`src/rtl/render_pkg.sv`:
```
// render_pkg: shared types and constants for the note sprite renderer.
//   note_slot_t : one sprite slot {valid, x, y, rgb}. The rgb field is sized
//                 for the widest supported channel (8 bits); narrower
//                 configurations keep their colour in the low bits.
//   H_VISIBLE / V_VISIBLE : visible raster size.
package render_pkg;

   localparam int H_VISIBLE = 640;
   localparam int V_VISIBLE = 480;

   // COLOR_W up to 8 fits in the shared slot layout.
   localparam int RGB_W_MAX = 24;

   typedef struct packed {
      logic                 valid;
      logic [9:0]           x;
      logic [9:0]           y;
      logic [RGB_W_MAX-1:0] rgb;
   } note_slot_t;

endpackage

```
`src/rtl/note_hit.sv`:
```
// note_hit: combinational hit test of one pixel against one sprite slot.
//   slot_i : sprite slot (valid, top-left x/y; rgb is not used here)
//   px_i   : pixel column
//   py_i   : pixel row
//   hit_o  : slot is valid and the pixel lies inside its NOTE_W x NOTE_H box
module note_hit
   import render_pkg::*;
#(
   parameter int NOTE_W = 16,
   parameter int NOTE_H = 8
) (
   input  note_slot_t slot_i,
   input  logic [9:0] px_i,
   input  logic [9:0] py_i,
   output logic       hit_o
);

   // 11-bit bounds so a box reaching past column/row 1023 does not wrap.
   logic [10:0] x_lo, x_hi, y_lo, y_hi, px, py;
   logic        unused_rgb;

   assign px   = {1'b0, px_i};
   assign py   = {1'b0, py_i};
   assign x_lo = {1'b0, slot_i.x};
   assign y_lo = {1'b0, slot_i.y};
   assign x_hi = x_lo + 11'(NOTE_W - 1);
   assign y_hi = y_lo + 11'(NOTE_H - 1);

   assign hit_o = slot_i.valid
                  && (px >= x_lo) && (px <= x_hi)
                  && (py >= y_lo) && (py <= y_hi);

   assign unused_rgb = ^slot_i.rgb;

endmodule

```
`src/rtl/note_renderer.sv`:
```
// note_renderer: composites up to NUM_NOTES rectangular sprites over the
// ledger background and drives the VGA pins.
//   Clk, Reset          : clock, synchronous active-high reset
//   pixel_en            : pixel strobe; the two-stage pipeline moves only on it
//   DrawX, DrawY, blank : current pixel and blanking flag
//   hs_in, vs_in        : syncs from vga_controller (active-low)
//   bck_red/green/blue  : background colour
//   wr_en, wr_slot, wr_valid, wr_x, wr_y, wr_rgb : shadow slot write port
//   hs, vs              : syncs delayed to match the colour pipeline
//   red, green, blue    : final pixel colour
//   frame_done          : one-cycle pulse when the shadow bank is committed
module note_renderer
   import render_pkg::*;
#(
   parameter  int NUM_NOTES = 8,
   parameter  int COLOR_W   = 4,
   parameter  int NOTE_W    = 16,
   parameter  int NOTE_H    = 8,
   localparam int SLOT_W    = (NUM_NOTES > 1) ? $clog2(NUM_NOTES) : 1
) (
   input  logic                 Clk,
   input  logic                 Reset,
   input  logic                 pixel_en,
   input  logic [9:0]           DrawX,
   input  logic [9:0]           DrawY,
   input  logic                 blank,
   input  logic                 hs_in,
   input  logic                 vs_in,
   input  logic [COLOR_W-1:0]   bck_red,
   input  logic [COLOR_W-1:0]   bck_green,
   input  logic [COLOR_W-1:0]   bck_blue,
   input  logic                 wr_en,
   input  logic [SLOT_W-1:0]    wr_slot,
   input  logic                 wr_valid,
   input  logic [9:0]           wr_x,
   input  logic [9:0]           wr_y,
   input  logic [3*COLOR_W-1:0] wr_rgb,
   output logic                 hs,
   output logic                 vs,
   output logic [COLOR_W-1:0]   red,
   output logic [COLOR_W-1:0]   green,
   output logic [COLOR_W-1:0]   blue,
   output logic                 frame_done
);

   localparam int RGB_W = 3 * COLOR_W;

   // Sprite banks
   note_slot_t shadow_q [NUM_NOTES];
   note_slot_t shadow_d [NUM_NOTES];
   note_slot_t active_q [NUM_NOTES];
   note_slot_t active_d [NUM_NOTES];

   logic vs_prev_q;
   logic frame_done_q;
   logic commit;

   // Stage 1 registers
   logic [9:0]       s1_x_q, s1_y_q;
   logic             s1_blank_q, s1_hs_q, s1_vs_q;
   logic [RGB_W-1:0] s1_bck_q;

   // Stage 2 registers
   logic             s2_hit_q, s2_blank_q, s2_hs_q, s2_vs_q;
   logic [RGB_W-1:0] s2_rgb_q, s2_bck_q;

   logic [NUM_NOTES-1:0] hit;
   logic                 any_hit;
   logic [RGB_W-1:0]     win_rgb;

   assign commit = vs_prev_q & ~vs_in;

   // Commit reads the old shadow, so a write landing in the commit cycle
   // stays in the shadow until the following commit.
   always_comb begin
      shadow_d = shadow_q;
      active_d = active_q;
      if (commit) begin
         active_d = shadow_q;
      end
      if (wr_en && (int'(wr_slot) < NUM_NOTES)) begin
         shadow_d[wr_slot] = '{valid: wr_valid, x: wr_x, y: wr_y,
                               rgb: RGB_W_MAX'(wr_rgb)};
      end
   end

   always_ff @(posedge Clk) begin
      if (Reset) begin
         for (int unsigned i = 0; i < NUM_NOTES; i++) begin
            shadow_q[i] <= '0;
            active_q[i] <= '0;
         end
         // Track vs_in during reset so a low vs_in at release is not a fall.
         vs_prev_q    <= vs_in;
         frame_done_q <= 1'b0;
      end else begin
         shadow_q     <= shadow_d;
         active_q     <= active_d;
         vs_prev_q    <= vs_in;
         frame_done_q <= commit;
      end
   end

   generate
      for (genvar g = 0; g < NUM_NOTES; g++) begin : g_hit
         note_hit #(
            .NOTE_W (NOTE_W),
            .NOTE_H (NOTE_H)
         ) u_note_hit (
            .slot_i (active_q[g]),
            .px_i   (s1_x_q),
            .py_i   (s1_y_q),
            .hit_o  (hit[g])
         );
      end
   endgenerate

   // Lowest-index hitting slot wins.
   always_comb begin
      any_hit = 1'b0;
      win_rgb = '0;
      for (int unsigned i = 0; i < NUM_NOTES; i++) begin
         if (hit[i] && !any_hit) begin
            any_hit = 1'b1;
            win_rgb = active_q[i].rgb[RGB_W-1:0];
         end
      end
   end

   always_ff @(posedge Clk) begin
      if (Reset) begin
         s1_x_q     <= '0;
         s1_y_q     <= '0;
         s1_blank_q <= 1'b0;
         s1_bck_q   <= '0;
         s1_hs_q    <= 1'b1;
         s1_vs_q    <= 1'b1;
         s2_hit_q   <= 1'b0;
         s2_rgb_q   <= '0;
         s2_bck_q   <= '0;
         s2_blank_q <= 1'b0;
         s2_hs_q    <= 1'b1;
         s2_vs_q    <= 1'b1;
      end else if (pixel_en) begin
         s1_x_q     <= DrawX;
         s1_y_q     <= DrawY;
         s1_blank_q <= blank;
         s1_bck_q   <= {bck_red, bck_green, bck_blue};
         s1_hs_q    <= hs_in;
         s1_vs_q    <= vs_in;
         s2_hit_q   <= any_hit;
         s2_rgb_q   <= win_rgb;
         s2_bck_q   <= s1_bck_q;
         s2_blank_q <= s1_blank_q;
         s2_hs_q    <= s1_hs_q;
         s2_vs_q    <= s1_vs_q;
      end
   end

   assign {red, green, blue} = s2_blank_q ? '0 : (s2_hit_q ? s2_rgb_q : s2_bck_q);
   assign hs         = s2_hs_q;
   assign vs         = s2_vs_q;
   assign frame_done = frame_done_q;

endmodule

```
`config.mk`:
```
export PLATFORM = sky130hd
export DESIGN_NAME = note_renderer
export DESIGN_NICKNAME = d
export VERILOG_FILES = /design/src/rtl/render_pkg.sv /design/src/rtl/note_hit.sv /design/src/rtl/note_renderer.sv
export SDC_FILE = /design/constraint.sdc
export NUM_CORES = 2
export LEC_CHECK = 0
export ABC_AREA = 1
export ABC_CLOCK_PERIOD_IN_PS = 9300
export CAP_MARGIN = 0
export CORE_MARGIN = 4
export CORE_UTILIZATION = 60
export CTS_CLUSTER_DIAMETER = 40
export DETAILED_ROUTE_END_ITERATION = 8
export PLACE_DENSITY = 0.78
export SYNTH_ARGS = -nofsm -noshare
export SYNTH_HDL_FRONTEND = slang
export SYNTH_HIERARCHICAL = 1
export SYNTH_SLANG_ARGS = --single-unit
```
`constraint.sdc`:
```
create_clock -name Clk -period 9.3 [get_ports Clk]
set_clock_uncertainty 0.1 [all_clocks]
set_input_delay 0.93 -clock Clk [delete_from_list [all_inputs] [get_ports Clk]]
set_output_delay 0.93 -clock Clk [all_outputs]
set_load 0.05 [all_outputs]
```
==> impl_metrics.xml <==
<?xml version="1.0" encoding="UTF-8"?>
<metrics>
  <group name="run_status">
    <metric name="outcome" unit="">finished, final reports clean</metric>
  </group>
  <group name="synthesis">
    <metric name="avgSynthCellArea" unit="sq um">7.076</metric>
    <metric name="synth_nets" unit="">4939</metric>
    <metric name="mappedNetlistArea" unit="sq um">32040</metric>
    <metric name="syn-instance-count" unit="">4528</metric>
    <metric name="syn_warnings" unit="">6</metric>
  </group>
  <group name="clocking">
    <metric name="ctsRootBufferMaster" unit="">sky130_fd_sc_hd__clkbuf_16</metric>
    <metric name="worstSkewPairLatency" unit="ns">0.64</metric>
    <metric name="post_cts_buffers" unit="">0</metric>
    <metric name="cts_hold_buffers" unit="">0</metric>
    <metric name="cts-root-to-sink-buffers" unit="">3</metric>
    <metric name="tritoncts_clock_tree" unit="">done</metric>
    <metric name="clock_sink_count" unit="">593</metric>
    <metric name="post_cts.resized_instances" unit="">0</metric>
    <metric name="clk_pin_slew" unit="ns">0.06</metric>
    <metric name="cts_inserted_buffers" unit="">82</metric>
    <metric name="cts.htree.levels" unit="">3</metric>
  </group>
  <group name="sta">
    <metric name="rsz0062_at_grt" unit="">no</metric>
    <metric name="finalSetupViolCount" unit="">0</metric>
    <metric name="tightest_slew" unit="ns">1.327</metric>
    <metric name="slew_headroom" unit="">0.1119</metric>
    <metric name="final_min_period_over_clock_period" unit="">0.4963</metric>
    <metric name="final-max-slew-violation-count" unit="">0</metric>
    <metric name="max_clock_freq" unit="MHz">216.7</metric>
    <metric name="timing.final.ws_setup" unit="ns">4.684</metric>
    <metric name="setup_tns" unit="ns">0</metric>
    <metric name="post-route-min-period" unit="ns">4.616</metric>
    <metric name="finalHoldViolations" unit="">0</metric>
  </group>
  <group name="drt">
    <metric name="drc" unit="">0</metric>
    <metric name="detail_route.first_pass.iterations" unit="">6</metric>
    <metric name="route.detailed.wl_per_inst" unit="um">16.78</metric>
    <metric name="dr_wl_met3" unit="um">6119</metric>
    <metric name="routedLengthMet1" unit="um">39500</metric>
    <metric name="top_signal_layer_used" unit="">met4</metric>
    <metric name="drtAntennaViolNets" unit="">0</metric>
    <metric name="wl_met2" unit="um">40000</metric>
    <metric name="routed_via_density" unit="">5.539</metric>
    <metric name="vias" unit="">29170</metric>
    <metric name="routed_wl" unit="um">88340</metric>
    <metric name="detailedRoute.firstIterationViolations" unit="">2707</metric>
  </group>
  <group name="worst_setup_path">
    <metric name="crit_path_top_delay_cell" unit="">sky130_fd_sc_hd__nor2_1</metric>
    <metric name="worstPathBufferInverterCount" unit="">0</metric>
    <metric name="critical_path_class" unit="">register to register</metric>
    <metric name="crit_path_max_fanout" unit="">17</metric>
    <metric name="reg2reg_slack" unit="ns">4.68</metric>
    <metric name="maximum_cell_stage_delay_along_the_critical_path" unit="ns">1.04</metric>
    <metric name="crit_path_cell_trace" unit="">ha_1, nand2_1, nand2_1, a21oi_1, nand2_1, nand2_1, nand2_1, nand2_1, nand2_1, nand2_1, nand3_1, nor2_1, nor2_4, nand2_1, nor2_1, nor2_1, nand3_1, nor2_1, nand2_1, nand2_1, a21oi_1</metric>
    <metric name="critPathTopFamily" unit="">simple AND/OR/NAND/NOR gates</metric>
    <metric name="critical_path.most_common_cell" unit="">sky130_fd_sc_hd__nand2_1</metric>
    <metric name="worstPathArrival" unit="ns">5.00</metric>
    <metric name="critical_path.endpoint_type" unit="">register</metric>
    <metric name="crit_path_start_kind" unit="">register</metric>
    <metric name="critical_path_required" unit="ns">9.69</metric>
  </group>
  <group name="placed_design">
    <metric name="dp_cells" unit="">5112</metric>
    <metric name="buffer_ports.inserted" unit="">89</metric>
    <metric name="placed_cell_area" unit="sq um">33210</metric>
    <metric name="detailedPlace.worstSlack" unit="ns">4.869</metric>
    <metric name="place_hpwl" unit="um">55190</metric>
    <metric name="routabilityCongestion" unit="">0.8837</metric>
  </group>
  <group name="layout">
    <metric name="commonest_non_fill_non_tap_cell_in_the_layout" unit="">sky130_fd_sc_hd__nor2_1</metric>
    <metric name="syn2layout_area_growth" unit="%">12.60</metric>
    <metric name="design.final.nets" unit="">4919</metric>
    <metric name="most-common-layout-cells" unit="">sky130_fd_sc_hd__nor2_1, sky130_fd_sc_hd__dfxtp_1, sky130_fd_sc_hd__o21ai_0</metric>
    <metric name="fill_cells" unit="">4465</metric>
    <metric name="layout-drive-gt1-share" unit="">0.06227</metric>
    <metric name="final_design_instance_area_without_fill" unit="sq um">36080</metric>
    <metric name="fin_cells" unit="">5266</metric>
  </group>
  <group name="die">
    <metric name="core_area" unit="sq um">52760</metric>
    <metric name="die_h" unit="um">239.1</metric>
    <metric name="placementRows" unit="">84</metric>
    <metric name="number_of_top_level_design_ports" unit="">90</metric>
    <metric name="chipWidth" unit="um">239.1</metric>
    <metric name="die_area" unit="sq um">57160</metric>
    <metric name="starting_density" unit="">0.6073</metric>
  </group>
  <group name="pwr">
    <metric name="worst_ir_drop_on_vdd" unit="mV">0.2272</metric>
    <metric name="power_per_cell_area" unit="nW/um^2">193.7</metric>
    <metric name="total_leakage_power" unit="nW">16.91</metric>
    <metric name="finalPower" unit="W">0.006987</metric>
  </group>
  <group name="job">
    <metric name="cap_viol_max_count" unit="">0</metric>
  </group>
  <group name="grt">
    <metric name="initial_antenna_violation_count" unit="">0</metric>
    <metric name="grt_pass1_wl" unit="um">140300</metric>
    <metric name="grt_pass1_vias" unit="">26950</metric>
    <metric name="globalRoute.totalOverflow" unit="">0</metric>
    <metric name="grt_max_degree" unit="">273</metric>
    <metric name="grtUsageTotal" unit="">0.3011</metric>
  </group>
  <group name="min_path">
    <metric name="hold_path.class" unit="">register to register</metric>
  </group>
</metrics>
[report_power, final]
group | switching, W | total (W) | internal (W)
clock | 0.00131 | 0.00319 | 0.00188
combinational | 0.000668 | 0.00104 | 0.000369
sequential | 0.0000975 | 0.00276 | 0.00267
[registers in the layout (all words and copies together) (netlist names)]
signal and flops:
vs_prev_q 1, hs 1, s2_blank_q 1, s2_rgb_q 12, active_q 264, s1_hs_q 1
frame_done 1, s2_hit_q 1, s1_blank_q 1, shadow_q 264, s1_bck_q 12, vs 1
s1_vs_q 1, s1_x_q 10, s1_y_q 10, s2_bck_q 12
[layout make-up]
type | instances | area [sq um] | area share
multi-input combinational | 3331 | 17860 | 0.4951
sequential | 593 | 11870 | 0.3291
clock buffer | 103 | 2263 | 0.06274
inverter | 369 | 1400 | 0.03881
timing repair buffer | 131 | 1214 | 0.03364
tap | 688 | 860.8 | 0.02386
clock inverter | 50 | 601.8 | 0.01668
antenna | 1 | 2.502 | 0.00006936
[per-stage QoR]
step	util	hold WS, ns
6_report	0.6838	0.3521
3_5_place_dp	0.6294	0.3439
4_1_cts	0.6837	0.3581
2_1_floorplan	-	0.3292
3_3_place_gp	0.6294	0.3386
5_1_grt	0.6837	0.3806
[layer usage]
layer,GRT usage,vias to the layer above
met1,0.4141,13490
met4,0.1043,0
met2,0.4899,916
met5,0,-
met3,0.04072,193
li1,-,14580
[path summary, 6_finish.rpt]
check	endpoint	cells after the start	from
worst max-delay path	s2_rgb_q[3]$_SDFFE_PP0P_	21	s1_x_q[4]$_SDFFE_PP0P_
worst min-delay path	s1_hs_q$_SDFFE_PP1P_	2	s1_hs_q$_SDFFE_PP1P_
worst max register to register	s2_rgb_q[3]$_SDFFE_PP0P_	21	s1_x_q[4]$_SDFFE_PP0P_
worst min register to register	s1_hs_q$_SDFFE_PP1P_	2	s1_hs_q$_SDFFE_PP1P_
[worst min-delay path, cell delays in order (launching register included)]
cell	delay (ns)
sky130_fd_sc_hd__dfxtp_1	0.32
sky130_fd_sc_hd__nand2_1	0.05
sky130_fd_sc_hd__nand3_1	0.05
No activity file was read; power rests on OpenSTA's default activity.
